--- config.mk ---
export PLATFORM = sky130hd
export DESIGN_NAME = adder_seq_ctrl
export DESIGN_NICKNAME = d
export VERILOG_FILES = /design/src/rtl/adder_seq_ctrl.sv
export SDC_FILE = /design/constraint.sdc
export NUM_CORES = 1
export LEC_CHECK = 0
export ABC_AREA = 1
export BUFFER_PORTS_ARGS = -buffer_cell sky130_fd_sc_hd__buf_4
export CORE_ASPECT_RATIO = 0.7
export CORE_UTILIZATION = 58
export DETAILED_ROUTE_END_ITERATION = 10
export PLACE_DENSITY_LB_ADDON = 0.12
export SYNTH_ARGS = -nofsm -noshare
export SYNTH_HDL_FRONTEND = slang
export SYNTH_SLANG_ARGS = --single-unit
--- constraint.sdc ---
create_clock -name clk -period 4.75 [get_ports clk]
set_clock_uncertainty 0.15 [all_clocks]
set_input_delay 0 -clock clk [delete_from_list [all_inputs] [get_ports clk]]
set_output_delay 0 -clock clk [all_outputs]
set_load 0.01 [all_outputs]
--- src/rtl/adder_seq_ctrl.sv ---
// adder_seq_ctrl
// Drives a 4-bit combinational adder slice one nibble per clock, LS nibble
// first, to perform a 4*NIBBLES-bit add or subtract. The inter-nibble carry
// lives in carry_q. Subtraction is done as A + ~B + 1: B is inverted when
// latched and the initial carry is seeded with 1.
//
// state  | meaning
// -------+------------------------------------------------------------
// S_IDLE | waiting for start; result/flags hold the last completion
// S_RUN  | presenting nibble cnt to the slice, capturing its sum/carry
// S_DONE | one-cycle done pulse; start here begins the next operation

module adder_seq_ctrl #(
  parameter int NIBBLES = 4
) (
  input  logic                   clk,
  input  logic                   rst_n,
  input  logic                   start,
  input  logic                   sub,
  input  logic [4*NIBBLES-1:0]   op_a,
  input  logic [4*NIBBLES-1:0]   op_b,
  output logic                   busy,
  output logic                   done,
  output logic [4*NIBBLES-1:0]   result,
  output logic                   carry_out,
  output logic                   overflow,
  output logic [3:0]             add_a,
  output logic [3:0]             add_b,
  output logic                   add_cin,
  input  logic [3:0]             add_sum,
  input  logic                   add_cout
);

  localparam int W  = 4 * NIBBLES;
  localparam int CW = (NIBBLES > 2) ? $clog2(NIBBLES) : 1;
  localparam logic [CW-1:0] LAST_CNT = CW'(NIBBLES - 1);

  typedef enum logic [1:0] {
    S_IDLE = 2'd0,
    S_RUN  = 2'd1,
    S_DONE = 2'd2
  } state_t;

  state_t          state;
  state_t          state_nxt;

  logic [W-1:0]    op_a_q;
  logic [W-1:0]    op_b_q;
  logic [W-1:0]    sum_q;
  logic            carry_q;
  logic [CW-1:0]   cnt;
  logic [CW+1:0]   bit_lo;

  logic            accept;
  logic            step;
  logic            last;
  logic [W-1:0]    sum_fin;
  logic            ovf_fin;

  // Bit offset of the nibble currently being presented.
  assign bit_lo = {cnt, 2'b00};

  // The final nibble is always the top one, so the completed sum is the
  // slice output spliced above the nibbles already captured.
  assign sum_fin = {add_sum, sum_q[W-5:0]};

  // Same-sign operands (B already inverted for subtract) whose sum flips sign.
  assign ovf_fin = (op_a_q[W-1] == op_b_q[W-1]) && (add_sum[3] != op_a_q[W-1]);

  // State register.
  always_ff @(posedge clk or negedge rst_n) begin
    if (!rst_n) begin
      state <= S_IDLE;
    end else begin
      state <= state_nxt;
    end
  end

  // Next-state decode and slice/handshake outputs.
  always_comb begin
    state_nxt = state;
    busy      = 1'b0;
    done      = 1'b0;
    add_a     = 4'h0;
    add_b     = 4'h0;
    add_cin   = 1'b0;
    accept    = 1'b0;
    step      = 1'b0;
    last      = 1'b0;
    case (state)
      S_IDLE: begin
        if (start) begin
          accept    = 1'b1;
          state_nxt = S_RUN;
        end
      end
      S_RUN: begin
        busy    = 1'b1;
        step    = 1'b1;
        add_a   = op_a_q[bit_lo +: 4];
        add_b   = op_b_q[bit_lo +: 4];
        add_cin = carry_q;
        if (cnt == LAST_CNT) begin
          last      = 1'b1;
          state_nxt = S_DONE;
        end
      end
      S_DONE: begin
        done = 1'b1;
        if (start) begin
          accept    = 1'b1;
          state_nxt = S_RUN;
        end else begin
          state_nxt = S_IDLE;
        end
      end
      default: begin
        state_nxt = S_IDLE;
      end
    endcase
  end

  // Operand latch, working sum, inter-nibble carry and nibble counter.
  always_ff @(posedge clk or negedge rst_n) begin
    if (!rst_n) begin
      op_a_q  <= '0;
      op_b_q  <= '0;
      sum_q   <= '0;
      carry_q <= 1'b0;
      cnt     <= '0;
    end else if (accept) begin
      op_a_q  <= op_a;
      op_b_q  <= sub ? ~op_b : op_b;
      sum_q   <= '0;
      carry_q <= sub;
      cnt     <= '0;
    end else if (step) begin
      sum_q[bit_lo +: 4] <= add_sum;
      carry_q            <= add_cout;
      cnt                <= last ? '0 : cnt + 1'b1;
    end
  end

  // Result and flags update only on the edge that captures the top nibble.
  always_ff @(posedge clk or negedge rst_n) begin
    if (!rst_n) begin
      result    <= '0;
      carry_out <= 1'b0;
      overflow  <= 1'b0;
    end else if (last) begin
      result    <= sum_fin;
      carry_out <= add_cout;
      overflow  <= ovf_fin;
    end
  end

endmodule

Yosys cells after proc, flatten, opt, wreduce, memory -nomap -nowiden. Index checks and enable logic that the tools add are counted. W data, S select, Z words.

Register bits after elaboration: 71. Output and inout port bits: 29. Logic and storage cells: 50.

Add/sub/neg operators: 2. Equal/unequal tests: 7. Shift-type cells: 4. Mux-type cells: 22. Bitwise gates (word level): 1. Reduce and logical (&&, ||, !) cells: 5.

Operators by type and width (number): $mux W16 (3); $shiftx A16 B5 Y4 (2); $bwmux W16 (1); $not A16 Y16 (1); $shift A4 B6 Y16 const A (1); $shiftx A4 B6 Y16 (1); $mux W1 (10); $mux W2 (5); $mux W4 (2); $neg A4 Y6 (1); $pmux W2 S3 (1); $eq A2 B2 Y1 const B (2); $ne A2 B2 Y1 const B (2); $add A2 B1 Y2 const B (1); $eq A2 B1 Y1 const B (1); $logic_not A2 Y1 (1); $reduce_and A2 Y1 (1); $reduce_bool A2 Y1 (1); $reduce_or A2 Y1 (1); $eq A1 B1 Y1 (1); $logic_and A1 B1 Y1 (1); $ne A1 B1 Y1 (1).

Depth between registers and ports, before layout. Gate-level depths: netlist of run 1.

Depth in word-level cells: 6. Gate-level depth with buffers: 9.

Least setup slack after synthesis of run 1. No wires, ideal clock.

Path type: register -> register. Start point: reg cnt[1]. End point: reg sum_q[11]. Library setup time: 0.083 ns. Arrival: 1.508 ns. Data required time: 4.517 ns. Path slack: 3.010 ns. Stages on the path, launching flop included: 8. Cells stage by stage: dfrtp_1 > buf_2 > clkinv_1 > ha_1 > inv_1 > nor2_1 > nand2_1 > o21ai_0.

Cells in the longest elaborated chain, start to end: 5. Elaborated cells on any way between the ends: 6. Those cells by class: 1 x add/sub; 2 x shift; 3 x mux.

RTL lines: start: declaration (RTL line 51) `logic [CW-1:0] cnt;`; start signal: assignment (RTL line 140) `cnt <= last ? '0 : cnt + 1'b1;`; $neg A4 Y6 * (RTL line 138) `sum_q[bit_lo +: 4] <= add_sum;`; $shiftx A4 B6 Y16 / $shift A4 B6 Y16 (equally long branches) (RTL line 138); $bwmux W16 * (RTL line 138); $mux W16 * (RTL line 137) `end else if (step) begin`; $mux W16 * (RTL line 131) `end else if (accept) begin`; end signal: indexed assignment (RTL line 138); end: declaration (RTL line 49) `logic [W-1:0] sum_q;`.

Mark *: on every way between the ends. The rest lies on a longest branch, timed or not. The select of a mux whose other input is x is not followed. A chain may end at the register's enable or synchronous reset.

Worst setup path in the final report of run 1.
Start point: reg cnt[0]. End point: reg sum_q[9].

Same word-level chain as after synthesis.

==> results.cfg, run 1 <==
[run_status]
outcome = completed

[power]
power.density_nw_per_um2 = 587
power_frac_seq_pct = 37.1
switching_power_mw = 1.02
pwr-share-clk_pct = 20.4
ir_drop_mv = 0.389
sw_frac_of_total_pct = 39.1
combPwrFrac_pct = 42.4
p_leak_nw = 2.29
p_int_mw = 1.60

[setup_path]
max_stage_delay_ns = 0.82
critPathTopFamily = flip-flops
startpoint_type = register
cp.required_ns = 4.86
crit_arrival_ns = 2.91
crit_slowest_cell = dfrtp_1
path_cells = inv_1 -> ha_1 -> inv_1 -> nor2_1 -> nand2_1 -> o21ai_0
cp_num_buf_inv = 2
crit_type = register to register
cp-startpoint = cnt[0]
cpMostUsedCell = inv_1
r2r_start = cnt[0]
cp_max_fo = 22
cp-end-kind = register

[clock_network]
postCtsHoldBufs = 52
clock_path_buffers = 2
clockRootBuffer = clkbuf_8
cts.sinks = 67
cts_tree = yes
clk_pin_slew_worst_paths_ns = 0.07
cts_made_buffers = 9
cts_resized = 0
clkLatencyLatePin_ns = 0.35
cts_setup_buffers = 0
htree_levels = 3

[timing]
worst_slew_pin_slew_ns = 1.11
slew_headroom_pct = 26.2
finalSetupTns_ns = 0
fmax_ghz = 0.357
layout_setup_ws_ns = 1.95
finalSetupViolCount = 0
drv_slew = 0
fin_crit_sh_pct = 59.0
period_minus_slack_ns = 2.80
grt_setup_unrepaired = no
final_hold_viol_count = 0

[final_layout]
area_delta_synth_final_pct = 39.0
antenna_cells = 0
postLayoutCellArea_um2 = 4460
final_cell_count_no_fill = 585
fillers = 326
drive_gt1_share_pct = 17.9
nets = 554

[drt]
wl_um = 8020
detail-route-antenna-nets = 0
drc = 0
dr.pass1.iters = 5
wl_per_cell_um = 13.7
vias_per_cell = 5.17
drt_iter0_drc = 298
vias = 3022

[grt]
grt_pass1_wl_um = 13100
antenna_found_initial = 0
grt-ovfl-total = 0
grt_pass1_vias = 2814
grt_start_max_net_pins = 68
gr-usage-all-layers_pct = 29.4

[placement]
gp_congestion = 0.794
dp.cells = 517
dpl_cell_area_um2 = 3710
dp_slack_ns = 2.13
numPortBuffers = 69
dp_hpwl_um = 4570

[die]
dieHeight_um = 64.3
die_area_um2 = 5840
rows = 22
io_pins = 70
initial_core_util_pct = 60.8
die_w_um = 90.9
coreArea_um2 = 5290

[yosys]
synth_cell_types = 19
synth_nets = 441
synth_seq_cells = 67
avgSynthCellArea_um2 = 8.13
synth_warnings = 0
netlist_area_um2 = 3210
synth_cells = 395
yosysSeqAreaShare_pct = 52.2

[run]
drv_cap = 0

[worst_hold_path]
hp-class = input pin to register
hold_path.startpoint = start
## synth_stat cells
| cell | instances | area share, % |
|---|---|---|
| nand2_1 | 132 | 15 |
| dfrtp_1 | 67 | 52 |
| o21ai_0 | 46 | 7.2 |
| inv_1 | 44 | 5.1 |
| nand3_1 | 31 | 4.8 |
| xnor2_1 | 16 | 4.4 |
| nor2_1 | 13 | 1.5 |
| buf_2 | 11 | 1.7 |
| a21oi_1 | 8 | 1.2 |
| buf_4 | 6 | 1.4 |
| ha_1 | 5 | 1.9 |
| o21ai_1 | 5 | 0.78 |
| inv_2 | 3 | 0.35 |
| clkbuf_1 | 2 | 0.23 |
| nand2_2 | 2 | 0.39 |
| clkinv_1 | 1 | 0.12 |
| nand4_1 | 1 | 0.19 |
| nor2_4 | 1 | 0.35 |
| nor2_8 | 1 | 0.62 |
## cells by family after synthesis
group           synth area share, %
simple gates                   23.3
xor+xnor                       4.36
buf+inv                        8.96
fa+ha+maj                      1.95
compound gates                 9.19
flops                          52.2
## area by class of cell
| class | instances | area [um^2] | area share, % |
|---|---|---|---|
| flip-flops and latches | 67 | 1680 | 37.6 |
| multi-input cells | 261 | 1250 | 28.0 |
| repair buffers | 121 | 1040 | 23.3 |
| inverters | 48 | 180 | 4.04 |
| clock buffers | 12 | 155 | 3.48 |
| well taps | 72 | 90.1 | 2.02 |
| clock inverters | 4 | 72.6 | 1.63 |
## path summary, 6_finish.rpt
| path | endpoint | slack (ns) | cells after the start |
|---|---|---|---|
| min in group asynchronous | result[2] | 0.13 | 2 |
| hold reg to reg | result[10] | 0.32 | 2 |
| setup / recovery | sum_q[9] | 1.95 | 6 |
| hold / removal | op_a_q[0] | 0.08 | 5 |
| setup reg to reg | sum_q[9] | 1.95 | 6 |
| max in group asynchronous | op_b_q[9] | 3.76 | 2 |
## metrics by stage
stage / util (%) / total power [mW] / hold WS [ns]
finish: 84.4 / 2.62 / 0.0847
global route: 84.4 / 2.81 / 0.128
CTS: 84.4 / 2.60 / 0.0647
detailed placement: 70.3 / 2.01 / -0.00720
global placement: 70.3 / 1.97 / 0.00131
floorplan: - / 1.63 / -0.446
## worst min-delay path, delay by kind of cell
kind / cells / cell delay, ns
compound gates: 1 / 0.06
buf+inv: 2 / 0.18
simple gates: 2 / 0.29
## placed cells by master (no fill, tap or decap), types with 2 or more instances in the layout
cell           count
nand2_1          132
inv_2              3
nand3_1           31
ha_1               5
dlygate4sd3_1     52
clkbuf_8          11
bufinv_16          2
o21ai_1            5
a21oi_1            8
inv_1             44
buf_4             69
xnor2_1           16
o21ai_0           46
dfrtp_1           67
nand2_2            2
nor2_1            12
## sequential cells by signal, summed over array words and instances, names as in the netlist
| register | cells |
|---|---|
| op_a_q | 16 |
| state | 2 |
| cnt | 2 |
| carry_q | 1 |
| result | 16 |
| carry_out | 1 |
| op_b_q | 16 |
| overflow | 1 |
| sum_q | 12 |
## routing by layer
layer	global-route usage (%)	vias up	wire length [um]
li1	-	1453	-
met1	40.2	1417	3590
met2	45.6	139	3670
met3	8.21	13	653
met4	9.52	0	102
met5	0	-	0
## power by group through the flow
| stage | registers, mW | logic [mW] | clock network, mW |
|---|---|---|---|
| after floorplan | 0.955 | 0.675 | 0 |
| after global placement | 0.966 | 1.01 | 0 |
| after detailed placement | 0.974 | 1.04 | 0 |
| after CTS | 0.967 | 1.09 | 0.541 |
| after global routing | 1.00 | 1.24 | 0.561 |
| final | 0.974 | 1.11 | 0.536 |
Power figures use the tool's default switching activity.
==> run 2, diff against run 1 <==
- CORE_UTILIZATION: 58 -> 54
- clock period: 4.75 -> 2.94 ns (I/O delays scaled with it)
==> run 2 against run 1 <==
First-iteration DRC count fell by 16%. Design area fell by 1.3%. Via count fell by 2.3%. Global-route usage fell by 1.2 points. Count of clock-buffer cells in the layout did not move. Critical path depth did not move. Sequential share of layout area rose by 0.49 points. Wire length fell by 2.1%. Non-clock buffer count fell by 3. Clock power rose by 46%. Sequential power rose by 61%. Critical path type is now register to output port. Highest routed layer unchanged.
==> results.cfg, run 2 (synthesis gave the netlist of run 1 again) <==
[run_status]
outcome = completed

[die]
die_area_um2 = 6270
initial_core_util_pct = 56.1
rows = 23
io_pins = 70
dieHeight_um = 66.5
coreArea_um2 = 5730
die_w_um = 94.2

[placement]
dp_slack_ns = 0.728
dpl_cell_area_um2 = 3730
numPortBuffers = 69
dp_hpwl_um = 4810
gp_congestion = 0.804

[clock_network]
cts_tree = yes
cts_setup_buffers = 0
clockRootBuffer = clkbuf_8
htree_levels = 3
clkLatencyLatePin_ns = 0.35
cts_made_buffers = 9
clk_pin_slew_worst_paths_ns = 0.07
clock_path_buffers = 2
cts.sinks = 67

[power]
p_int_mw = 2.49
p_leak_nw = 2.27
pwr-share-clk_pct = 18.9
power_frac_seq_pct = 38.0
sw_frac_of_total_pct = 39.6
power.density_nw_per_um2 = 938
ir_drop_mv = 0.419
finalPower_mw = 4.13
combPwrFrac_pct = 43.1
switching_power_mw = 1.64

[setup_path]
crit_arrival_ns = 2.14
path_cells = inv_1 -> buf_4 -> nand2_1 -> nand3_1 -> a21oi_1 -> buf_4
cp_max_fo = 21
cp.required_ns = 2.79
crit_slowest_cell = dfrtp_1
startpoint_type = register
crit_type = register to output port
cpMostUsedCell = buf_4
max_stage_delay_ns = 0.79
cp-end-kind = output port

[grt]
antenna_found_initial = 0
grt-ovfl-total = 0
grt_pass1_wl_um = 13000
gr-usage-all-layers_pct = 28.1
grt_start_max_net_pins = 68
grt_pass1_vias = 2712

[drt]
wl_um = 7850
drc = 0
drt_iter0_drc = 249
wl_per_cell_um = 13.4
vias_per_cell = 5.05
dr.pass1.iters = 4
vias = 2953
detail-route-antenna-nets = 0

[worst_hold_path]
hp-class = input pin to register

[final_layout]
antenna_cells = 0
top_regs = op_a_q x16, op_b_q x16, result x16
drive_gt1_share_pct = 18.2
nets = 551
layout_common_cells = nand2_1, buf_4, dfrtp_1
area_delta_synth_final_pct = 37.2
postLayoutCellArea_um2 = 4410
final_common_cell = nand2_1

[timing]
drv_slew = 0
period_minus_slack_ns = 2.29
layout_setup_ws_ns = 0.649
finalSetupTns_ns = 0
slew_headroom_pct = 45.6
fmax_ghz = 0.436
worst_slew_pin_slew_ns = 0.815
fin_crit_sh_pct = 77.9
final_hold_viol_count = 0
grt_setup_unrepaired = no
finalSetupViolCount = 0

[run]
drv_cap = 0
## run 2: cell type report
| type | count | area (um^2) |
|---|---|---|
| sequential | 67 | 1680 |
| fill | 410 | 1320 |
| multi-input combinational | 261 | 1250 |
| timing repair buffer | 118 | 1000 |
| inverter | 48 | 180 |
| clock buffer | 12 | 155 |
| tap | 75 | 93.8 |
| clock inverter | 4 | 48.8 |
## run 2: stage by stage
stage | hold WS [ns] | util [%] | instances
after global routing | 0.0254 | 76.9 | 585
after detailed placement | 0.00781 | 65.2 | 522
after floorplan | -0.446 | - | 395
final | 0.0257 | 76.9 | 585
after CTS | 0.000152 | 76.9 | 585
after global placement | 0.00196 | 65.2 | 522
## run 2: repair_timing
action,4_1_cts,5_1_grt
gates resized for setup,0,0
hold buffers,47,0
endpoints found under the hold margin,116,0
## run 2: power groups by stage
stage          logic [mW]  registers, mW  clock network, mW
2_1_floorplan        1.09           1.54                  0
3_3_place_gp         1.67           1.56                  0
3_5_place_dp         1.70           1.58                  0
4_1_cts              1.77           1.56              0.788
5_1_grt              2.03           1.62              0.828
6_report             1.78           1.57              0.780
## run 2: final timing paths
kind | start | end | slack, ns | cells after the start
max in group asynchronous | rst_n | op_a_q[12] | 1.96 | 2
min reg2reg | result[6] | result[6] | 0.32 | 2
max reg2reg | cnt[0] | result[15] | 0.69 | 6
min in group asynchronous | rst_n | result[9] | 0.15 | 2
min | sub | carry_q | 0.03 | 5
max | cnt[0] | add_b[3] | 0.65 | 6
## run 2: per-layer routing
metal / up-vias / GRT usage, % / routed length, um / part of all wire, %
met4: 0 / 7.88 / 165 / 2.1
li1: 1445 / - / - / -
met5: - / 0 / 0 / 0
met2: 101 / 40.6 / 3620 / 46
met3: 18 / 9.13 / 517 / 6.6
met1: 1389 / 40.4 / 3550 / 45
## run 2: critical path: cells and delay by family, from the launching register on
| kind | cells | cell delay, ns |
|---|---|---|
| AOI/OAI and AO/OA | 1 | 0.21 |
| DFF | 1 | 0.79 |
| buffers and inverters | 3 | 0.62 |
| and+or+nand+nor | 2 | 0.18 |
==> run 3, diff against run 2 <==
- CORE_UTILIZATION: 54 -> 49
- clock period: 2.94 -> 2.1 ns (I/O delays scaled with it)
==> run 3 against run 2 <==
Sequential power increased by 36%. Critical path depth unchanged. Flip-flop and latch count did not move. Clock power up 36%. Final cell count increased by 1.9%. Worst setup slack worse by 0.38 ns. Sequential share of layout area is 0.50 points lower. Critical endpoint is now result[15]. Largest power group unchanged. Highest routed layer unchanged.
==> results.cfg, run 3 (synthesis gave the netlist of run 1 again) <==
[setup_path]
startpoint_type = register
ff2ff_path_depth = 6
crit_type = register to register
cp_max_fo = 23
crit_end = result[15]
cp-startpoint = cnt[1]
cp.required_ns = 2.18
rrSetupSlack_ns = 0.26
cp-end-kind = register
r2r_end = result[15]
crit_arrival_ns = 1.91
r2r_start = cnt[1]

[timing]
period_minus_slack_ns = 1.84
finalSetupViolCount = 0
fin_crit_sh_pct = 87.4
grt_setup_unrepaired = no
final_hold_viol_count = 0
fin_hold_ws_ns = 0.0106
fmax_ghz = 0.545
finalSetupTns_ns = 0
drv_slew = 0
slew_headroom_pct = 44.1
worst_slew_pin_slew_ns = 0.838

[final_layout]
area_delta_synth_final_pct = 39.0
layout_common_cells = nand2_1, buf_4, dfrtp_1
fin_util_pct = 71.1
postLayoutCellArea_um2 = 4460
drive_gt1_share_pct = 19.1
nets = 559
final_common_cell = nand2_1
fillers = 507
top_regs = op_a_q x16, op_b_q x16, result x16
antenna_cells = 0

[die]
die_area_um2 = 6890
io_pins = 70
die_w_um = 98.8
dieHeight_um = 69.7
rows = 24
coreArea_um2 = 6280
initial_core_util_pct = 51.2

[placement]
gp_congestion = 0.809
dp_hpwl_um = 5230
numPortBuffers = 69
dpl_cell_area_um2 = 3780

[drt]
wl_um = 8000
wl_per_cell_um = 13.4
vias = 2916
vias_per_cell = 4.89
detail-route-antenna-nets = 0
drt_iter0_drc = 219
drc = 0
dr.pass1.iters = 4

[grt]
met2_usage_pct = 37.1
gr-usage-met3_pct = 7.06
antenna_found_initial = 0
gr-usage-met1_pct = 36.0
grt_pass1_wl_um = 13200
grt_pass1_vias = 2754
gr-usage-all-layers_pct = 25.0
busiest_layer = met2
grt-ovfl-total = 0
grt_start_max_net_pins = 68

[power]
power.density_nw_per_um2 = 1310
ir_drop_mv = 0.598
power_frac_seq_pct = 36.4
finalPower_mw = 5.84
pwr-share-clk_pct = 18.2
sw_frac_of_total_pct = 39.8
p_int_mw = 3.52
p_leak_nw = 2.30
combPwrFrac_pct = 45.4
switching_power_mw = 2.32

[worst_hold_path]
hold_path.startpoint = sub
hp-class = input pin to register
min_path_cells = 3

[clock_network]
clkLatencyLatePin_ns = 0.34
cts_made_buffers = 9
clk_pin_slew_worst_paths_ns = 0.07
clockRootBuffer = clkbuf_8
cts_setup_buffers = 0
clock_path_buffers = 2
cts.sinks = 67
htree_levels = 3
cts_tree = yes

[run]
drv_cap = 0

[run_status]
outcome = completed
==> run 3: cell count changes in the layout (fill, tap and decap cells not counted) <==
cell,before,now
clkinv_4,1,0
buf_4,71,77
clkinvlp_4,0,1
dlygate4sd3_1,47,49
clkbuf_8,11,10
clkinv_2,2,3
==> run 3: final cells by class <==
class	instances	area (um^2)	area share, %
clock buffers	11	141	3.17
clock inverters	5	52.6	1.18
inverters	48	180	4.04
multi-input cells	261	1250	27.9
flip-flops and latches	67	1680	37.6
well taps	78	97.6	2.19
repair buffers	126	1070	23.9
==> run 3: per-stage QoR <==
step / cells / worst slack, ns
4_1_cts: 596 / 0.260
5_1_grt: 596 / 0.142
3_3_place_gp: 531 / 0.405
3_5_place_dp: 531 / 0.268
2_1_floorplan: 395 / 0.360
6_report: 596 / 0.264
==> run 3: worst min-delay path by stage <==
stage,end,slack (ns)
2_1_floorplan,carry_out,-0.45
3_3_place_gp,result[9],0.009
3_5_place_dp,result[9],0.01
4_1_cts,op_b_q[11],0.001
5_1_grt,op_b_q[11],0.01
6_report,op_b_q[13],0.01
==> run 3: power groups by stage <==
stage	sequential [mW]	clock [mW]	combinational (mW)
2_1_floorplan	2.16	0	1.53
4_1_cts	2.12	1.08	2.64
3_3_place_gp	2.13	0	2.48
6_report	2.13	1.06	2.65
5_1_grt	2.18	1.14	2.98
3_5_place_dp	2.14	0	2.54
==> run 3: repair_timing <==
action,4_1_cts,5_1_grt
resized for setup,0,0
hold buffers,49,0
hold endpoints to repair,118,0
==> run 3: worst max-delay path, stage by stage, from the launching register on <==
cell	delay [ns]
dfrtp_1	0.48
ha_1	0.21
inv_1	0.08
nor2_4	0.35
inv_2	0.26
nand2_1	0.12
o21ai_1	0.06
==> run 3: routing by layer <==
metal,vias to the layer above,wire length [um]
li1,1461,-
met4,0,140
met2,85,3550
met5,-,0
met3,14,470
met1,1356,3840
